==> src/rtl/mem_dm_access_ctrl.sv <==
// MEM-stage data-memory access controller: turns a load/store into a
// valid/ready bus request, captures the response and stalls the pipe meanwhile.
module mem_dm_access_ctrl #(
    parameter int MAX_WAIT = 255
) (
    input  logic        clk,
    input  logic        resetn,
    input  logic        mem_flush,
    input  logic        req_valid,
    input  logic        req_wr,
    input  logic [1:0]  req_size,
    input  logic [31:0] req_addr,
    input  logic [31:0] req_wdata,
    output logic        dm_req_valid,
    input  logic        dm_req_ready,
    output logic        dm_req_wr,
    output logic [31:0] dm_req_addr,
    output logic [3:0]  dm_req_wstrb,
    output logic [31:0] dm_req_wdata,
    input  logic        dm_resp_valid,
    input  logic [31:0] dm_resp_rdata,
    output logic [31:0] mem_dm_out,
    output logic        mem_done,
    output logic        mem_stall,
    output logic        mem_addr_err,
    output logic        mem_timeout
);

    typedef enum logic [2:0] {
        S_IDLE,
        S_REQ,
        S_WAIT,
        S_DRAIN,
        S_DONE
    } state_t;

    localparam logic [7:0] MAX_W = 8'(MAX_WAIT);
    localparam logic       WD_EN = (MAX_WAIT != 0);

    state_t      state;
    state_t      state_nxt;
    logic [7:0]  wait_cnt;
    logic [7:0]  cnt_inc;
    logic        wd_hit;
    logic        misalign;
    logic        addr_err;
    logic [3:0]  wstrb_c;
    logic [31:0] wdata_c;
    logic        lat_req;
    logic        cnt_clr;
    logic        cnt_run;
    logic        cap_resp;
    logic        fire_to;

    always_comb begin
        misalign = 1'b0;
        wstrb_c  = 4'b1111;
        wdata_c  = req_wdata;
        unique case (req_size)
            2'd0: begin
                wstrb_c = 4'b0001 << req_addr[1:0];
                wdata_c = {4{req_wdata[7:0]}};
            end
            2'd1: begin
                misalign = req_addr[0];
                wstrb_c  = req_addr[1] ? 4'b1100 : 4'b0011;
                wdata_c  = {2{req_wdata[15:0]}};
            end
            2'd2: misalign = (req_addr[1:0] != 2'b00);
            default: misalign = 1'b1;
        endcase
    end

    assign addr_err     = req_valid & misalign;
    assign mem_addr_err = addr_err;

    // Watchdog fires once the current cycle completes MAX_WAIT cycles of waiting.
    assign cnt_inc = wait_cnt + 8'd1;
    assign wd_hit  = WD_EN && (cnt_inc == MAX_W);

    assign dm_req_valid = (state == S_REQ);
    assign mem_done     = (state == S_DONE);
    assign mem_stall    = (req_valid & ~addr_err & (state != S_DONE))
                        | (state == S_DRAIN);

    always_comb begin
        state_nxt = state;
        lat_req   = 1'b0;
        cnt_clr   = 1'b0;
        cnt_run   = 1'b0;
        cap_resp  = 1'b0;
        fire_to   = 1'b0;
        unique case (state)
            S_IDLE: begin
                if (req_valid && !addr_err && !mem_flush) begin
                    lat_req   = 1'b1;
                    state_nxt = S_REQ;
                end
            end
            S_REQ: begin
                if (dm_req_ready) begin
                    cnt_clr   = 1'b1;
                    state_nxt = mem_flush ? S_DRAIN : S_WAIT;
                end else if (mem_flush) begin
                    state_nxt = S_IDLE;
                end
            end
            S_WAIT: begin
                cnt_run = 1'b1;
                if (dm_resp_valid) begin
                    cap_resp  = 1'b1;
                    state_nxt = S_DONE;
                end else if (mem_flush) begin
                    cnt_clr   = 1'b1;
                    state_nxt = S_DRAIN;
                end else if (wd_hit) begin
                    fire_to   = 1'b1;
                    state_nxt = S_DONE;
                end
            end
            S_DRAIN: begin
                cnt_run = 1'b1;
                if (dm_resp_valid || wd_hit) begin
                    state_nxt = S_IDLE;
                end
            end
            S_DONE: state_nxt = S_IDLE;
            default: state_nxt = S_IDLE;
        endcase
    end

    always_ff @(posedge clk) begin
        if (!resetn) begin
            state        <= S_IDLE;
            wait_cnt     <= 8'd0;
            dm_req_wr    <= 1'b0;
            dm_req_addr  <= 32'd0;
            dm_req_wstrb <= 4'd0;
            dm_req_wdata <= 32'd0;
            mem_dm_out   <= 32'd0;
            mem_timeout  <= 1'b0;
        end else begin
            state       <= state_nxt;
            mem_timeout <= fire_to;
            if (lat_req) begin
                dm_req_wr    <= req_wr;
                dm_req_addr  <= {req_addr[31:2], 2'b00};
                dm_req_wstrb <= req_wr ? wstrb_c : 4'b0000;
                dm_req_wdata <= wdata_c;
            end
            if (cnt_clr) begin
                wait_cnt <= 8'd0;
            end else if (cnt_run) begin
                wait_cnt <= cnt_inc;
            end
            if (cap_resp) begin
                mem_dm_out <= dm_req_wr ? 32'd0 : dm_resp_rdata;
            end else if (fire_to) begin
                mem_dm_out <= 32'd0;
            end
        end
    end

endmodule
==> config.mk <==
export PLATFORM = sky130hd
export DESIGN_NAME = mem_dm_access_ctrl
export DESIGN_NICKNAME = d
export VERILOG_FILES = /design/src/rtl/mem_dm_access_ctrl.sv
export SDC_FILE = /design/constraint.sdc
export NUM_CORES = 1
export LEC_CHECK = 0
export BUFFER_PORTS_ARGS = -buffer_cell sky130_fd_sc_hd__buf_2
export CORE_ASPECT_RATIO = 0.9
export CORE_MARGIN = 2
export CORE_UTILIZATION = 46
export DETAILED_ROUTE_END_ITERATION = 7
export GPL_TIMING_DRIVEN = 0
export PLACE_DENSITY_LB_ADDON = 0.08
export SYNTH_ARGS = -nofsm -noshare
export SYNTH_HDL_FRONTEND = slang
export SYNTH_SLANG_ARGS = --single-unit
==> constraint.sdc <==
create_clock -name clk -period 2.55 [get_ports clk]
set_input_delay 0.1275 -clock clk [delete_from_list [all_inputs] [get_ports clk]]
set_output_delay 0.1275 -clock clk [all_outputs]
set_load 0.02 [all_outputs]
# ---- After elaboration in Yosys (flattened, before gate mapping)
# Cells that the tools add are included.
dict set report totals {
  register_bits 111
  latch_bits 0
  ram_bits 0
  mem_bits_ro 0
  in_bits 105
  n_memories 0
}
dict set report op_classes {
  add_sub_neg 1
  mul 0
  n_div 0
  order_cmp 0
  n_eq_ne 12
  n_shift 1
  n_mux 30
  n_bitwise 6
  reduce_logical 12
}
# op n
set ops {}
lappend ops {{$mux 32} 3}
lappend ops {{$pmux 32 s2} 1}
lappend ops {{$mux 3} 7}
lappend ops {{$mux 1} 13}
lappend ops {{$pmux 3 s4} 1}
lappend ops {{$add 8x1->8 const B} 1}
lappend ops {{$eq 8x8->1 const B} 1}
lappend ops {{$mux 4} 2}
lappend ops {{$pmux 4 s2} 1}
lappend ops {{$eq 3x2->1 const B} 2}
lappend ops {{$ne 4x4->1 const B} 1}
lappend ops {{$reduce_and 4->1} 1}
lappend ops {{$reduce_bool 2->1} 2}
lappend ops {{$reduce_or 2->1} 2}
lappend ops {{$shl 1x2->4 const A} 1}
lappend ops {{$and 1x1->1} 3}
lappend ops {{$eq 3x1->1 const B} 1}
lappend ops {{$eq 3x3->1 const B} 1}
lappend ops {{$logic_not 3->1} 1}
lappend ops {{$ne 3x2->1 const B} 1}
lappend ops {{$ne 3x3->1 const B} 1}
lappend ops {{$pmux 1 s3} 1}
lappend ops {{$eq 2x1->1 const B} 1}
lappend ops {{$eq 2x2->1 const B} 1}
lappend ops {{9 further kinds} 12}

# ---- Depth between registers and ports, before layout
dict set report logic_depth {
  ltp_word 8
  depth_mapped 7
  depth_no_buf 6
}

# ---- Worst setup path before layout
# Ideal clock, no wire load.
dict set report synth_timing {
  path_kind {register to register}
  start {reg wait_cnt[0]}
  end {reg mem_dm_out[10]}
  setup_ns 0.117
  t_arrival_ns 1.744
  t_required_ns 2.433
  slack_ns 0.689
  path_stages_with_launch 8
  period_less_slack_ns 1.861
  path_cell_list {dfxtp_1 ha_1 and2b_1 o21ai_1 a2111o_1 o2bb2ai_2 buf_6 a22o_1}
}
dict set report synth_via {
  elab_chain_cells 7
}
# element line_no
set synth_lines {}
lappend synth_lines {{start, declared} 42} ;# logic [7:0] wait_cnt;
lappend synth_lines {{start signal, assigned} 154} ;# wait_cnt <= cnt_inc;
lappend synth_lines {{$add 8x1->8} 78} ;# assign cnt_inc = wait_cnt + 8'd1;
lappend synth_lines {{$eq 8x8->1} 79} ;# assign wd_hit = WD_EN && (cnt_inc == MAX_W);
lappend synth_lines {{$mux 1} 116} ;# end else if (wd_hit) begin
lappend synth_lines {{$mux 1} 113} ;# end else if (mem_flush) begin
lappend synth_lines {{$mux 1} 110} ;# if (dm_resp_valid) begin
lappend synth_lines {{$mux 1} 93} ;# unique case (state)
lappend synth_lines {{$reduce_bool 2->1 (no line)} n/a}
lappend synth_lines {{end signal, assigned} 157} ;# mem_dm_out <= dm_req_wr ? 32'd0 : dm_resp_rdata;
lappend synth_lines {{end, declared} 22} ;# output logic [31:0] mem_dm_out,
# No other way between the ends.
# A chain may end at the register's enable or synchronous reset.

# ---- Worst setup path in the final report
dict set report layout_timing {
  start {reg wait_cnt[0]}
  end {reg mem_dm_out[27]}
}
# Same word-level chain as after synthesis.

==> flow_summary.yaml <==
worst_setup_path:
  crit_arrival_ns: 2.29
  reg2reg_setup_slack_ns: 0.52
  required_ns: 2.81
  path_class: "reg -> reg"
  worst-path-max-fanout: 10
  cp-end-kind: "flip-flop"
  r2r-start: "wait_cnt[0]"
  worst_setup_path_start_kind: "flip-flop"
  regToRegEndpoint: "mem_dm_out[27]"
  r2r_cells: 7
layout:
  diodes: 0
  layout_common_cells: "buf_2, nand2_1, dfxtp_1, dlygate4sd3_1, a21oi_1"
  fin_nets: 890
  final_common_cell: "buf_2"
  area_growth_syn_to_layout_pct: 46.1
  layout-drive-gt1-share: 0.327
synthesis:
  synth.avg_cell_area_um2: 8.90
  yosysUniqueCellTypes: 51
  ys_seq_area_frac: 0.498
  synth-warning-count: 0
  synth-seq-cells: 111
  async_reset_ff_frac: 0
  syn_area_mm2: 0.00446
  yosys.area.top_type: "dfxtp_1"
  postSynthCellCount: 501
  netlist_top_cells_area: "dfxtp_1, nand2_1, a21oi_1"
  yosys.area.top_type_share: 0.498
  dominantRegCellSynth: "dfxtp_1"
  synth_edf_count: 0
cts:
  cts-root-buf: "clkbuf_8"
  clock_latency_ns: 0.37
  cts_tree: "yes"
  postCtsSetupBuffers: 0
  cts.clk_slew.worst_paths_ns: 0.10
  clock_path_buffers: 2
  cts_buffers: 9
  ctsResizeCount: 0
  htree_num_levels: 3
  cts.sinks: 111
sta:
  setup_tns_ns: 0
  fin_skew_ns: 0.0106
  setup_viol: 0
  fmax_mhz: 492
  worst_slew_pin_slew_ns: 0.681
  hold_ws_ns: 0.0338
  post-route-period-util: 0.797
  finalMaxSlewViolations: 0
  hold_viol_final: 0
  maxSlewHeadroom: 0.546
  period_needed_ns: 2.03
  rsz0062_at_grt: "false"
  worst_slack_ns: 0.517
floorplan:
  core_area_mm2: 0.00957
  rows: 34
  dieArea_mm2: 0.0105
  fp.dieW_um: 108
  die_h_um: 97.4
  io_pins: 211
  initial_core_util: 0.466
pwr:
  vdd_ir_drop_max_mv: 0.377
  p_leak_uw: 0.00301
  power_uw: 3620
  powerDensity_mw_per_mm2: 556
placement:
  portBuffers: 207
  dpl.hpwl_um: 9480
  place_ws_ns: 0.526
  globalplace.congestion: 0.856
drt:
  drt-pass1-iter-count: 5
  routedWlPerCell_um: 14.7
  drt-initial-drc-count: 199
  route.detailed.drc: 0
  via_per_inst: 5.05
  drtAntennaViolNets: 0
  vias: 4618
  drt_wl_total_um: 13400
global_routing:
  antenna_found_initial: 0
  track_usage: 0.258
  grt_max_degree: 19
  grt_pass1_vias: 4492
  grt_pass1_wl_um: 21500
  grt-ovfl-total: 0
hold_path:
  hold_depth: 3
  hold_path.class: "in -> reg"
  whs_endpoint: "dm_req_wdata[0]"
  hold_path.startpoint: "req_wdata[0]"
status:
  status: "finished clean"
run:
  maxCapViolCount: 0
how the worst max path moves through the flow:
stage,start,end,slack [ns]
2_1_floorplan,wait_cnt[0],mem_dm_out[10],0.69
3_3_place_gp,wait_cnt[0],mem_dm_out[27],0.55
3_5_place_dp,wait_cnt[0],mem_dm_out[27],0.53
4_1_cts,wait_cnt[0],mem_dm_out[27],0.51
5_1_grt,wait_cnt[0],mem_dm_out[2],0.41
6_report,wait_cnt[0],mem_dm_out[27],0.52
area by class of cell:
cell class	instances	area (um2)
well taps	126	158
clock inverters	6	91.3
flip-flops and latches	111	2220
clock buffers	10	138
plain buffers	38	259
fillers	791	3050
inverters	5	18.8
repair buffers	270	1670
multi-input cells	348	1960
state kept, by name (all words and copies together), names as in the netlist:
register,flops
dm_req_wr,1
state,3
dm_req_addr,30
mem_dm_out,32
wait_cnt,8
dm_req_wdata,32
mem_timeout,1
dm_req_wstrb,4
worst max-delay path, stage by stage, from the launching register on:
cell and delay [ns]:
dfxtp_1 0.39, ha_1 0.26, and2b_1 0.19, o21ai_1 0.07, a2111o_1 0.48, o2bb2ai_2 0.19
buf_6 0.16, a22o_1 0.18
cells in the mapped netlist (2+ instances only):
cell and number:
nand3_1 4, buf_6 11, dfxtp_1 111, nand2_1 119
or4_1 2, a22o_1 30, a211oi_1 10, o21ai_0 17
a311oi_1 8, xor2_1 5, and4_2 2, mux2i_1 16
a22o_2 2, o21ai_1 2, nand2b_1 2, clkbuf_1 13
a21o_1 2, nand4_1 3, xnor2_1 2, nand3b_1 2
nor2b_1 2, buf_2 10, a21oi_1 59, ha_1 2
nor3_1 2, o211ai_1 2, inv_1 4, nor2_1 31
nor3b_1 2, buf_4 3
cells by family after synthesis:
kind of cell,count (synthesis),synth area share
xor gates and xnor gates,7,0.0137
muxes,16,0.0359
adders and majority gates,2,0.00561
AOI/OAI and AO/OA,140,0.207
buffers and inverters,43,0.0623
and+or+nand+nor,181,0.176
other,1,0.000841
DFF,111,0.498
metrics by stage:
stage | instance area, um2 | instances | utilization
after floorplan | 4460 | 502 | -
after global routing | 6520 | 914 | 0.681
final | 6520 | 914 | 0.681
after global placement | 5660 | 835 | 0.591
after detailed placement | 5660 | 835 | 0.591
after CTS | 6520 | 914 | 0.681
per-layer routing:
layer  track usage  routed length (um)  up-vias
met3        0.0711                1010       27
met1         0.307                5480     2118
li1              -                   -     2300
met2         0.447                6650      173
met5             0                   0        -
met4        0.0789                 262        0
report_power, final:
| part | total, uW | switching (uW) | internal [uW] |
|---|---|---|---|
| Clock | 1170 | 585 | 586 |
| Combinational | 617 | 341 | 276 |
| Sequential | 1830 | 36.6 | 1800 |
repair_timing:
action                                  in CTS  in global routing
hold buffers                                63                  0
hold endpoints to repair                    63                  0
endpoints found under the setup margin       0                  0
Power figures use the tool's default switching activity.
